[config.mk]
export PLATFORM = sky130hd
export DESIGN_NAME = sqrt_share_arbiter_flat
export DESIGN_NICKNAME = d
export VERILOG_FILES = /design/src/rtl/sqrt_share_arbiter_if.sv /design/src/rtl/sqrt_share_arbiter.sv /design/src/flat_wrapper.sv
export SDC_FILE = /design/constraint.sdc
export NUM_CORES = 1
export LEC_CHECK = 0
export CORE_UTILIZATION = 44
export DETAILED_ROUTE_END_ITERATION = 8
export PLACE_DENSITY_LB_ADDON = 0.3
export SETUP_SLACK_MARGIN = 0.5
export SLEW_MARGIN = 25
export SYNTH_ARGS = -nofsm -noshare
export SYNTH_HDL_FRONTEND = slang
export SYNTH_SLANG_ARGS = --single-unit
[constraint.sdc]
create_clock -name clk -period 2.61 [get_ports clk]
set_clock_uncertainty 0.1 [all_clocks]
set_input_delay 0.3915 -clock clk [delete_from_list [all_inputs] [get_ports clk]]
set_output_delay 0.3915 -clock clk [all_outputs]
set_load 0.02 [all_outputs]
[src/rtl/sqrt_share_arbiter_if.sv]
// Handshake bundle between the sqrt arbiter (master side), its two requesters
// and the shared square-root unit (slave side).
interface sqrt_share_arbiter_if #(
    parameter int W = 5
);
    logic         r0_req;
    logic [W-1:0] r0_a;
    logic [W-1:0] r0_b;
    logic         r0_gnt;
    logic         r0_valid;
    logic [W-1:0] r0_result;
    logic         r0_err;

    logic         r1_req;
    logic [W-1:0] r1_a;
    logic [W-1:0] r1_b;
    logic         r1_gnt;
    logic         r1_valid;
    logic [W-1:0] r1_result;
    logic         r1_err;

    logic         sq_start;
    logic [W-1:0] sq_in1;
    logic [W-1:0] sq_in2;
    logic [W-1:0] sq_O;
    logic         sq_done;

    modport master (
        input  r0_req, r0_a, r0_b, r1_req, r1_a, r1_b, sq_O, sq_done,
        output r0_gnt, r0_valid, r0_result, r0_err,
        output r1_gnt, r1_valid, r1_result, r1_err,
        output sq_start, sq_in1, sq_in2
    );

    modport slave (
        output r0_req, r0_a, r0_b, r1_req, r1_a, r1_b, sq_O, sq_done,
        input  r0_gnt, r0_valid, r0_result, r0_err,
        input  r1_gnt, r1_valid, r1_result, r1_err,
        input  sq_start, sq_in1, sq_in2
    );
endinterface

[src/rtl/sqrt_share_arbiter.sv]
// Round-robin arbiter sharing one square-root unit between two requesters.
// Define SQRT_ARB_TIMEOUT_EN to add a WAIT-state watchdog (TIMEOUT_CYCLES).
module sqrt_share_arbiter #(
    parameter int W              = 5,
    parameter int TIMEOUT_CYCLES = 64
) (
    input  logic                clk,
    input  logic                rst,
    sqrt_share_arbiter_if.master bus,
    output logic                busy
);
    typedef enum logic [1:0] {
        S_IDLE  = 2'd0,
        S_ISSUE = 2'd1,
        S_WAIT  = 2'd2,
        S_RESP  = 2'd3
    } state_t;

    state_t       r_state;
    logic         r_owner;
    logic         r_rr_ptr;
    logic         r_busy;
    logic         r_start;
    logic [W-1:0] r_op1;
    logic [W-1:0] r_op2;
    logic [1:0]   r_gnt;
    logic [1:0]   r_valid;
    logic [1:0]   r_err;
    logic [W-1:0] r_result [2];

    logic [1:0]   w_req;
    logic [W-1:0] w_a [2];
    logic [W-1:0] w_b [2];
    logic         w_win;
    logic         w_timeout;

    assign w_req  = {bus.r1_req, bus.r0_req};
    assign w_a[0] = bus.r0_a;
    assign w_a[1] = bus.r1_a;
    assign w_b[0] = bus.r0_b;
    assign w_b[1] = bus.r1_b;

    // A lone requester always wins; on contention rr_ptr picks.
    assign w_win = (w_req == 2'b11) ? r_rr_ptr : w_req[1];

`ifdef SQRT_ARB_TIMEOUT_EN
    localparam int CW = $clog2(TIMEOUT_CYCLES + 1);
    logic [CW-1:0] r_wait_cnt;

    always_ff @(posedge clk) begin
        if (rst) begin
            r_wait_cnt <= '0;
        end else if (r_state != S_WAIT) begin
            r_wait_cnt <= '0;
        end else begin
            r_wait_cnt <= r_wait_cnt + CW'(1);
        end
    end

    // Fires on the last allowed WAIT cycle; a coincident done takes precedence.
    assign w_timeout = (r_state == S_WAIT) && !bus.sq_done &&
                       (r_wait_cnt == CW'(TIMEOUT_CYCLES - 1));
`else
    assign w_timeout = 1'b0;
`endif

    always_ff @(posedge clk) begin
        if (rst) begin
            r_state     <= S_IDLE;
            r_owner     <= 1'b0;
            r_rr_ptr    <= 1'b0;
            r_busy      <= 1'b0;
            r_start     <= 1'b0;
            r_op1       <= '0;
            r_op2       <= '0;
            r_gnt       <= '0;
            r_valid     <= '0;
            r_err       <= '0;
            r_result[0] <= '0;
            r_result[1] <= '0;
        end else begin
            r_gnt   <= '0;
            r_valid <= '0;
            r_start <= 1'b0;
            case (r_state)
                S_IDLE: begin
                    if (|w_req) begin
                        r_owner      <= w_win;
                        r_op1        <= w_a[w_win];
                        r_op2        <= w_b[w_win];
                        r_start      <= 1'b1;
                        r_gnt[w_win] <= 1'b1;
                        r_busy       <= 1'b1;
                        r_state      <= S_ISSUE;
                    end
                end
                S_ISSUE: begin
                    r_state <= S_WAIT;
                end
                S_WAIT: begin
                    if (bus.sq_done || w_timeout) begin
                        r_result[r_owner] <= bus.sq_done ? bus.sq_O : {W{1'b1}};
                        r_err[r_owner]    <= w_timeout;
                        r_valid[r_owner]  <= 1'b1;
                        r_state           <= S_RESP;
                    end
                end
                S_RESP: begin
                    r_rr_ptr <= ~r_owner;
                    r_busy   <= 1'b0;
                    r_state  <= S_IDLE;
                end
                default: begin
                    r_state <= S_IDLE;
                end
            endcase
        end
    end

    assign bus.r0_gnt    = r_gnt[0];
    assign bus.r1_gnt    = r_gnt[1];
    assign bus.r0_valid  = r_valid[0];
    assign bus.r1_valid  = r_valid[1];
    assign bus.r0_result = r_result[0];
    assign bus.r1_result = r_result[1];
    assign bus.r0_err    = r_err[0];
    assign bus.r1_err    = r_err[1];
    assign bus.sq_start  = r_start;
    assign bus.sq_in1    = r_op1;
    assign bus.sq_in2    = r_op2;
    assign busy          = r_busy;
endmodule

[src/flat_wrapper.sv]
// flat-port wrapper written by rule: the top's interface ports become plain ports
module sqrt_share_arbiter_flat 
#(
    parameter int W              = 5,
    parameter int TIMEOUT_CYCLES = 64
)
  (clk, rst, busy, bus_r0_req, bus_r0_a, bus_r0_b, bus_r1_req, bus_r1_a, bus_r1_b, bus_sq_O, bus_sq_done, bus_r0_gnt, bus_r0_valid, bus_r0_result, bus_r0_err, bus_r1_gnt, bus_r1_valid, bus_r1_result, bus_r1_err, bus_sq_start, bus_sq_in1, bus_sq_in2);
  sqrt_share_arbiter_if #(.W(W)) bus_i ();
  input  logic clk;
  input  logic rst;
  output logic busy;
  input wire logic [$bits(bus_i.r0_req)-1:0] bus_r0_req;
  input wire logic [$bits(bus_i.r0_a)-1:0] bus_r0_a;
  input wire logic [$bits(bus_i.r0_b)-1:0] bus_r0_b;
  input wire logic [$bits(bus_i.r1_req)-1:0] bus_r1_req;
  input wire logic [$bits(bus_i.r1_a)-1:0] bus_r1_a;
  input wire logic [$bits(bus_i.r1_b)-1:0] bus_r1_b;
  input wire logic [$bits(bus_i.sq_O)-1:0] bus_sq_O;
  input wire logic [$bits(bus_i.sq_done)-1:0] bus_sq_done;
  output wire logic [$bits(bus_i.r0_gnt)-1:0] bus_r0_gnt;
  output wire logic [$bits(bus_i.r0_valid)-1:0] bus_r0_valid;
  output wire logic [$bits(bus_i.r0_result)-1:0] bus_r0_result;
  output wire logic [$bits(bus_i.r0_err)-1:0] bus_r0_err;
  output wire logic [$bits(bus_i.r1_gnt)-1:0] bus_r1_gnt;
  output wire logic [$bits(bus_i.r1_valid)-1:0] bus_r1_valid;
  output wire logic [$bits(bus_i.r1_result)-1:0] bus_r1_result;
  output wire logic [$bits(bus_i.r1_err)-1:0] bus_r1_err;
  output wire logic [$bits(bus_i.sq_start)-1:0] bus_sq_start;
  output wire logic [$bits(bus_i.sq_in1)-1:0] bus_sq_in1;
  output wire logic [$bits(bus_i.sq_in2)-1:0] bus_sq_in2;
  assign bus_i.r0_req = bus_r0_req;
  assign bus_i.r0_a = bus_r0_a;
  assign bus_i.r0_b = bus_r0_b;
  assign bus_i.r1_req = bus_r1_req;
  assign bus_i.r1_a = bus_r1_a;
  assign bus_i.r1_b = bus_r1_b;
  assign bus_i.sq_O = bus_sq_O;
  assign bus_i.sq_done = bus_sq_done;
  assign bus_r0_gnt = bus_i.r0_gnt;
  assign bus_r0_valid = bus_i.r0_valid;
  assign bus_r0_result = bus_i.r0_result;
  assign bus_r0_err = bus_i.r0_err;
  assign bus_r1_gnt = bus_i.r1_gnt;
  assign bus_r1_valid = bus_i.r1_valid;
  assign bus_r1_result = bus_i.r1_result;
  assign bus_r1_err = bus_i.r1_err;
  assign bus_sq_start = bus_i.sq_start;
  assign bus_sq_in1 = bus_i.sq_in1;
  assign bus_sq_in2 = bus_i.sq_in2;
  sqrt_share_arbiter #(.W(W), .TIMEOUT_CYCLES(TIMEOUT_CYCLES)) u_core (.clk(clk), .rst(rst), .bus(bus_i), .busy(busy));
endmodule
==> results of run 1 <==
## cell families (layout without fill, tap and decap cells)
group | Yosys count | in the layout
DFF | 32 | 32
buffers and inverters | 22 | 83
AOI/OAI and AO/OA | 55 | 55
and+or+nand+nor | 22 | 22
adders and majority gates | 3 | 3
muxes | 2 | 2
## tightest hold or removal path: cells and delay by family (launching register included)
| family | cells | cell delay [ns] |
|---|---|---|
| buf+inv | 1 | 0.05 |
| flops | 1 | 0.32 |
| simple gates | 1 | 0.03 |
## final timing paths
path / end / startpoint / depth (start not counted) / slack, ns
max: busy / u_core.busy / 1 / 0.78
min: u_core.r_err[0] / u_core.r_err[0] / 2 / 0.34
max reg2reg: u_core.bus.sq_in1[1] / u_core.r_state[0] / 6 / 0.91
min reg2reg: u_core.r_err[0] / u_core.r_err[0] / 2 / 0.34
## power by group through the flow
stage	Sequential [uW]	Combinational, uW	Clock (uW)
2_1_floorplan	807	303	0
3_3_place_gp	698	700	0
3_5_place_dp	702	724	0
4_1_cts	694	727	327
5_1_grt	708	781	353
6_report	695	729	325
## metal layers
layer	wire, um	vias to the layer above	track usage (%)
li1	-	605	-
met1	1220	569	22.1
met2	1760	69	40.3
met3	250	8	8.76
met4	72	0	10.1
met5	0	-	0
## cell usage in the layout (no fill, tap or decap), types with 2 or more instances in the layout
| cell | Yosys | final |
|---|---|---|
| a21oi_1 | 18 | 18 |
| a31oi_1 | 10 | 10 |
| buf_4 | 0 | 5 |
| clkbuf_4 | 0 | 5 |
| clkbuf_8 | 0 | 2 |
| clkdlybuf4s50_1 | 0 | 57 |
| dfxtp_1 | 22 | 22 |
| edfxtp_1 | 10 | 10 |
| ha_1 | 3 | 3 |
| inv_1 | 13 | 13 |
| mux2i_1 | 2 | 2 |
| nand2_1 | 3 | 3 |
| nand3_1 | 2 | 2 |
| nor2_1 | 5 | 5 |
| nor4_1 | 6 | 6 |
| o21ai_0 | 22 | 22 |
## metrics by stage
stage	power, uW	setup WS, ns
6_report	1750	0.779
5_1_grt	1840	0.737
2_1_floorplan	1110	0.993
4_1_cts	1750	0.775
3_3_place_gp	1400	0.601
3_5_place_dp	1430	0.557
## flip-flops by register name (all words and copies together), names as in the netlist
name,flops
u_core.r_result,10
u_core.r_rr_ptr,1
u_core.busy,1
u_core.r_valid,2
u_core.bus.sq_in2,5
u_core.r_gnt,2
u_core.bus.sq_in1,5
u_core.r_owner,1
u_core.bus.sq_start,1
u_core.r_state,2
u_core.r_err,2
## layout make-up
cell class              instances  share of cell area, %
flip-flops and latches         32                   37.4
repair buffers                 62                   30.7
multi-input cells              82                   24.0
clock buffers                   8                   3.47
inverters                      13                   2.46
well taps                      31                   1.96
==> results.md, run 1 <==
- Status: complete, no violations
- Die area: 0.00318 mm^2
- Endpoint class of the critical path: primary output
- H-tree depth: 2
- Period utilization: 70.2%
- Fill cell count: 217
- Placed inst area: 0.00191 mm^2
- Final Wtd Congestion: 0.737
- Worst-Skew Late Latency: 0.34 ns
- Via/cell ratio: 5.49
- RSZ-0062 raised after global routing: false
- Post-synth top cells: dfxtp_1, o21ai_0, a21oi_1, inv_1
- Req. time, crit path: 2.12 ns
- Hold Vio Cnt, Final: 0
- Max transition margin: 56.8%
- Clock Path Buffers: 2
- Top fanout value on the critical path: 3
- Initial Utilization: 46.8%
- Cts hold-fix bufs: 0
- Hold Crit Class: reg2reg
- Max-cap violation count: 0
- CTS tree: yes
- Synth area leaders: dfxtp_1, edfxtp_1, o21ai_0
- Area share of the largest cell type after synthesis: 33.8%
- Largest family of logic cells by synthesized area: compound AO/OA/AOI/OAI gates
- Ports: 58
- P per Cell Area: 883 mW/mm^2
- GR Overflow Total: 0
- Vias in the first global route: 1238
- CP arrival: 1.34 ns
- Switching Fraction: 36.0%
- Nets: 229
- Synth Warn #: 0
- Reg area: 741 um^2
- Combinational Power Share: 41.7%
- Avg Inst Size Synth: 9.57 um^2
- Final instance area: 0.00198 mm^2
- Hpwl dp: 2.43 mm
- Peak supply drop: 0.672 mV
- Synth Area in Compound Gates: 23.2%
- Sw power: 629 uW
- Final setup fails: 0
- Cell row count: 19
- CP max stage delay: 0.62 ns
- Post-synth EDFFs: 10
- Register bit count reported by yosys: 32
- Chip Width: 56.4 um
- Footprint of the multi-input gates: 475 um^2
- TNS Setup: 0 ns
- Sequential share of power: 39.7%
- Cell Area, Synth: 0.00130 mm^2
- Main synth FF type: dfxtp_1
- Layout Cells excl Fill: 228
- Pint: 1120 uW
- Sequential cell area fraction in the yosys report: 56.9%
- CORE AREA: 0.00278 mm^2
- Fmax: 546 MHz
- Clk root buf: clkbuf_4
- Number of I/O port buffers: 57
- Total GRT Usage: 22.2%
- Number of routed nets with antenna violations: 0
- Syn nets: 169
- Buffers and inverters on the worst path: 1
- Setup bufs post-CTS: 0
- Slowest cell on crit path: clkdlybuf4s50_1
- DR vias: 1251
- DR WL/cell: 14.5 um
- Ant. Diodes: 0
- Residual DRC: 0
- PostCTS Resize Cnt: 0
- WL final: 3.31 mm
- Post-synthesis mux area share: 1.54%
- Detailed Route Iter0 Violations: 50
- Pin count of the biggest net entering global routing: 16
- Adder-Cell Fraction of Synth Area: 2.88%
- Worst path top cell family by delay: buffers and inverters
- 1st-pass router iterations: 4
- Leakage: 0.000761 uW
- Total CTS buffers: 5
- Crit path time final: 1.83 ns
- FFs w/ async S/R, synth: 0%
- WS Path Type: reg2out
- Initial antenna violation count: 0
- Max Slew Vio Count: 0
- Cell taking the most area after synthesis: dfxtp_1
- Fin util: 71.2%
- Syn Inst Count: 136
- Clock-pin slew on the worst setup and hold paths: 0.10 ns
- First-pass GRT wire length: 5.31 mm
- Sink Count: 32
- Startpoint Class: flip-flop
- Post-synthesis xor/xnor area fraction: 0%
- Simple-gate portion of the synthesized area: 8.94%
- Layout cell share with drive strength beyond 1: 7.61%
- Measured slew at the worst slew-check pin: 0.647 ns
- Placed cells: 220
- Hold WS: 0.337 ns
- Area Overhead vs Synth: 52.2%
- CP cell instances: clkdlybuf4s50_1
- Synth unique cells: 26
- Chip Height: 56.4 um
- Clock Power Share: 18.6%
No activity file was read; power rests on OpenSTA's default activity.
==> run 2: changes to the inputs <==
CORE_UTILIZATION = 41   (was 44)
clock period = 1.8 ns   (was 2.61 ns; I/O delays follow)
==> run 2 against run 1 <==
Net effect:
- critical path depth increased by 6
- first-iteration DRC count fell by 14%
- sequential power up 48%
- design area grew 11%
- worst hold slack got worse by 0.047 ns
- critical endpoint is now u_core.bus.sq_in2[1]
- highest routed layer unchanged
==> results.md, run 2 (synthesis results as in run 1) <==
- 1st-pass router iterations: 4 (unchanged)
- Fill cell count: 229 (was 217)
- CP max stage delay: 0.35 ns (was 0.62 ns)
- CTS tree: yes (unchanged)
- Chip Width: 58.3 um (was 56.4 um)
- Nets: 238 (was 229)
- Leading cell types in the layout, fill and taps excluded: clkdlybuf4s50_1, buf_2, dfxtp_1 (was clkdlybuf4s50_1, o21ai_0, dfxtp_1)
- First-pass GRT wire length: 5.61 mm (was 5.31 mm)
- Max-cap violation count: 0 (unchanged)
- Hold Vio Cnt, Final: 0 (unchanged)
- H-tree depth: 2 (unchanged)
- Largest register by flop count: u_core.r_result (unchanged)
- WL final: 3.90 mm (was 3.31 mm)
- Max reg flops: 10 (unchanged)
- Hold Crit Class: in2reg (was reg2reg)
- Clock-pin slew on the worst setup and hold paths: 0.10 ns (about the same)
- P per Cell Area: 1360 mW/mm^2 (was 883 mW/mm^2)
- TNS Setup: 0 ns (unchanged)
- Sink Count: 32 (unchanged)
- CP arrival: 1.55 ns (was 1.34 ns)
- WHS Endpoint: u_core.r_owner (was u_core.r_err[0])
- Vias in the first global route: 1316 (was 1238)
- Endpoint class of the critical path: flip-flop (was primary output)
- Ports: 58 (unchanged)
- Fmax: 697 MHz
- RSZ-0062 raised after global routing: true (was false)
- Final Wtd Congestion: 0.780 (was 0.737)
- Detailed Route Iter0 Violations: 43 (was 50)
- Residual DRC: 0 (unchanged)
- GR Overflow Total: 0 (unchanged)
- CP cell instances: inv_4, buf_4, ha_4, o21ai_4, buf_6, a31oi_1, a21oi_1 (was clkdlybuf4s50_1)
- Initial Utilization: 43.0% (was 46.8%)
- Number of I/O port buffers: 57 (unchanged)
- Crit path time final: 1.43 ns
- Measured slew at the worst slew-check pin: 0.434 ns (was 0.647 ns)
- Via/cell ratio: 5.28 (was 5.49)
- Top fanout value on the critical path: 7 (was 3)
- DR WL/cell: 15.6 um (was 14.5 um)
- Req. time, crit path: 1.92 ns (was 2.12 ns)
- Total CTS buffers: 5 (unchanged)
- Layout cell share with drive strength beyond 1: 42.2% (was 7.61%)
- Buffers and inverters on the worst path: 3 (was 1)
- DR vias: 1321 (was 1251)
- Startpoint Class: flip-flop (unchanged)
- Clk root buf: clkbuf_4 (unchanged)
- Peak supply drop: 0.928 mV (was 0.672 mV)
- Max transition margin: 71.0% (was 56.8%)
- Worst path top cell family by delay: compound AO/OA/AOI/OAI gates (was buffers and inverters)
- Reg2reg start: u_core.r_state[0] (unchanged)
- Clock Path Buffers: 2 (unchanged)
- Number of routed nets with antenna violations: 0 (unchanged)
- CORE AREA: 0.00303 mm^2 (was 0.00278 mm^2)
- Cell row count: 20 (was 19)
- Hold Crit Depth: 3 (was 2)
- Reg2Reg Setup Slack: 0.37 ns (was 0.91 ns)
- WS Path Type: reg2reg (was reg2out)
- Worst r2r path cells: 7 (was 6)
- Chip Height: 58.3 um (was 56.4 um)
- Period utilization: 79.7%
- WP depth: 7 (was 1)
- Cts hold-fix bufs: 0 (unchanged)
- Max Slew Vio Count: 0 (unchanged)
- Final setup fails: 0 (unchanged)
- Initial antenna violation count: 0 (unchanged)
- Ant. Diodes: 0 (unchanged)
- FF-to-FF End: u_core.bus.sq_in2[1] (was u_core.bus.sq_in1[1])
- Total GRT Usage: 22.1% (was 22.2%)
- Pin count of the biggest net entering global routing: 14 (was 16)
- Slowest cell on crit path: dfxtp_2 (was clkdlybuf4s50_1)
- Status: complete, no violations (unchanged)
- Die area: 0.00340 mm^2 (was 0.00318 mm^2)
- Leakage: 0.000900 uW (was 0.000761 uW)
- Hpwl dp: 2.51 mm (was 2.43 mm)
- Worst-Skew Late Latency: 0.33 ns (was 0.34 ns)
- Worst Hold Launch: bus_r1_req (was u_core.r_err[0])
- Power Total: 3000 uW (was 1750 uW)
- Area Overhead vs Synth: 69.5% (was 52.2%)
run 2: cell types whose count changed in the layout (fill, tap and decap cells not counted), moves of 3 or more:
cell,previous run,this run
a31oi_1,10,5
nor4_1,6,2
nor4_2,0,3
o21ai_0,22,17
a21oi_1,18,7
a31oi_4,0,5
buf_2,0,27
clkdlybuf4s50_1,57,27
inv_1,13,10
a21oi_2,0,11
buf_4,5,11
run 2: worst max path at each step:
stage | startpoint | end | slack, ns
floorplan | u_core.r_state[0] | u_core.r_result[0][0] | 0.44
global placement | bus_sq_done | u_core.r_result[0][4] | 0.11
detailed placement | bus_sq_done | u_core.r_result[0][1] | 0.03
CTS | u_core.busy | busy | 0.41
global route | u_core.r_state[0] | u_core.bus.sq_in2[1] | 0.33
finish | u_core.r_state[0] | u_core.bus.sq_in2[1] | 0.37
run 2: repair_timing:
| item | in CTS | in global routing |
|---|---|---|
| gates resized for setup | 117 | 37 |
| pin swaps | 0 | 12 |
| endpoints found under the setup margin | 59 | 39 |
| setup buffers | 3 | 3 |
run 2: where the power goes:
part	total [uW]	internal, uW	switching, uW
sequential	1030	925	104
clock	564	326	238
combinational	1410	630	779
total	3000	1880	1120
run 2: worst register-to-register path, delay by kind of cell, from the launching register on:
| kind | cells | cell delay, ns |
|---|---|---|
| AOI/OAI and AO/OA | 3 | 0.37 |
| adders and majority gates | 1 | 0.18 |
| buffers and inverters | 3 | 0.32 |
| DFF | 1 | 0.35 |
run 2: area by class of cell:
| type | instances | area, um^2 | share of cell area (%) |
|---|---|---|---|
| sequential | 32 | 746 | 33.8 |
| multi-input combinational | 82 | 704 | 31.9 |
| timing repair buffer | 71 | 564 | 25.6 |
| tap | 44 | 55.1 | 2.50 |
| clock buffer | 6 | 51.3 | 2.33 |
| inverter | 13 | 51.3 | 2.33 |
| clock inverter | 2 | 33.8 | 1.53 |
run 2: per-layer routing:
| layer | vias up | GRT usage (%) | part of all wire [%] |
|---|---|---|---|
| met1 | 626 | 21.9 | 37 |
| met3 | 9 | 7.91 | 7.7 |
| met4 | 0 | 7.14 | 1.4 |
| met2 | 62 | 42.4 | 54 |
| li1 | 624 | - | - |
| met5 | - | 0 | 0 |
run 2: metrics by stage:
step | cells | worst slack [ns] | instance area (um^2) | utilization (%) | hold WS, ns
after floorplan | 136 | 0.439 | 1340 | - | 0.249
after global placement | 236 | 0.112 | 1980 | 65.5 | 0.319
after detailed placement | 236 | 0.0267 | 1980 | 65.5 | 0.319
after CTS | 247 | 0.406 | 2030 | 67.1 | 0.331
after global routing | 250 | 0.328 | 2210 | 72.9 | 0.315
final | 250 | 0.365 | 2210 | 72.9 | 0.290
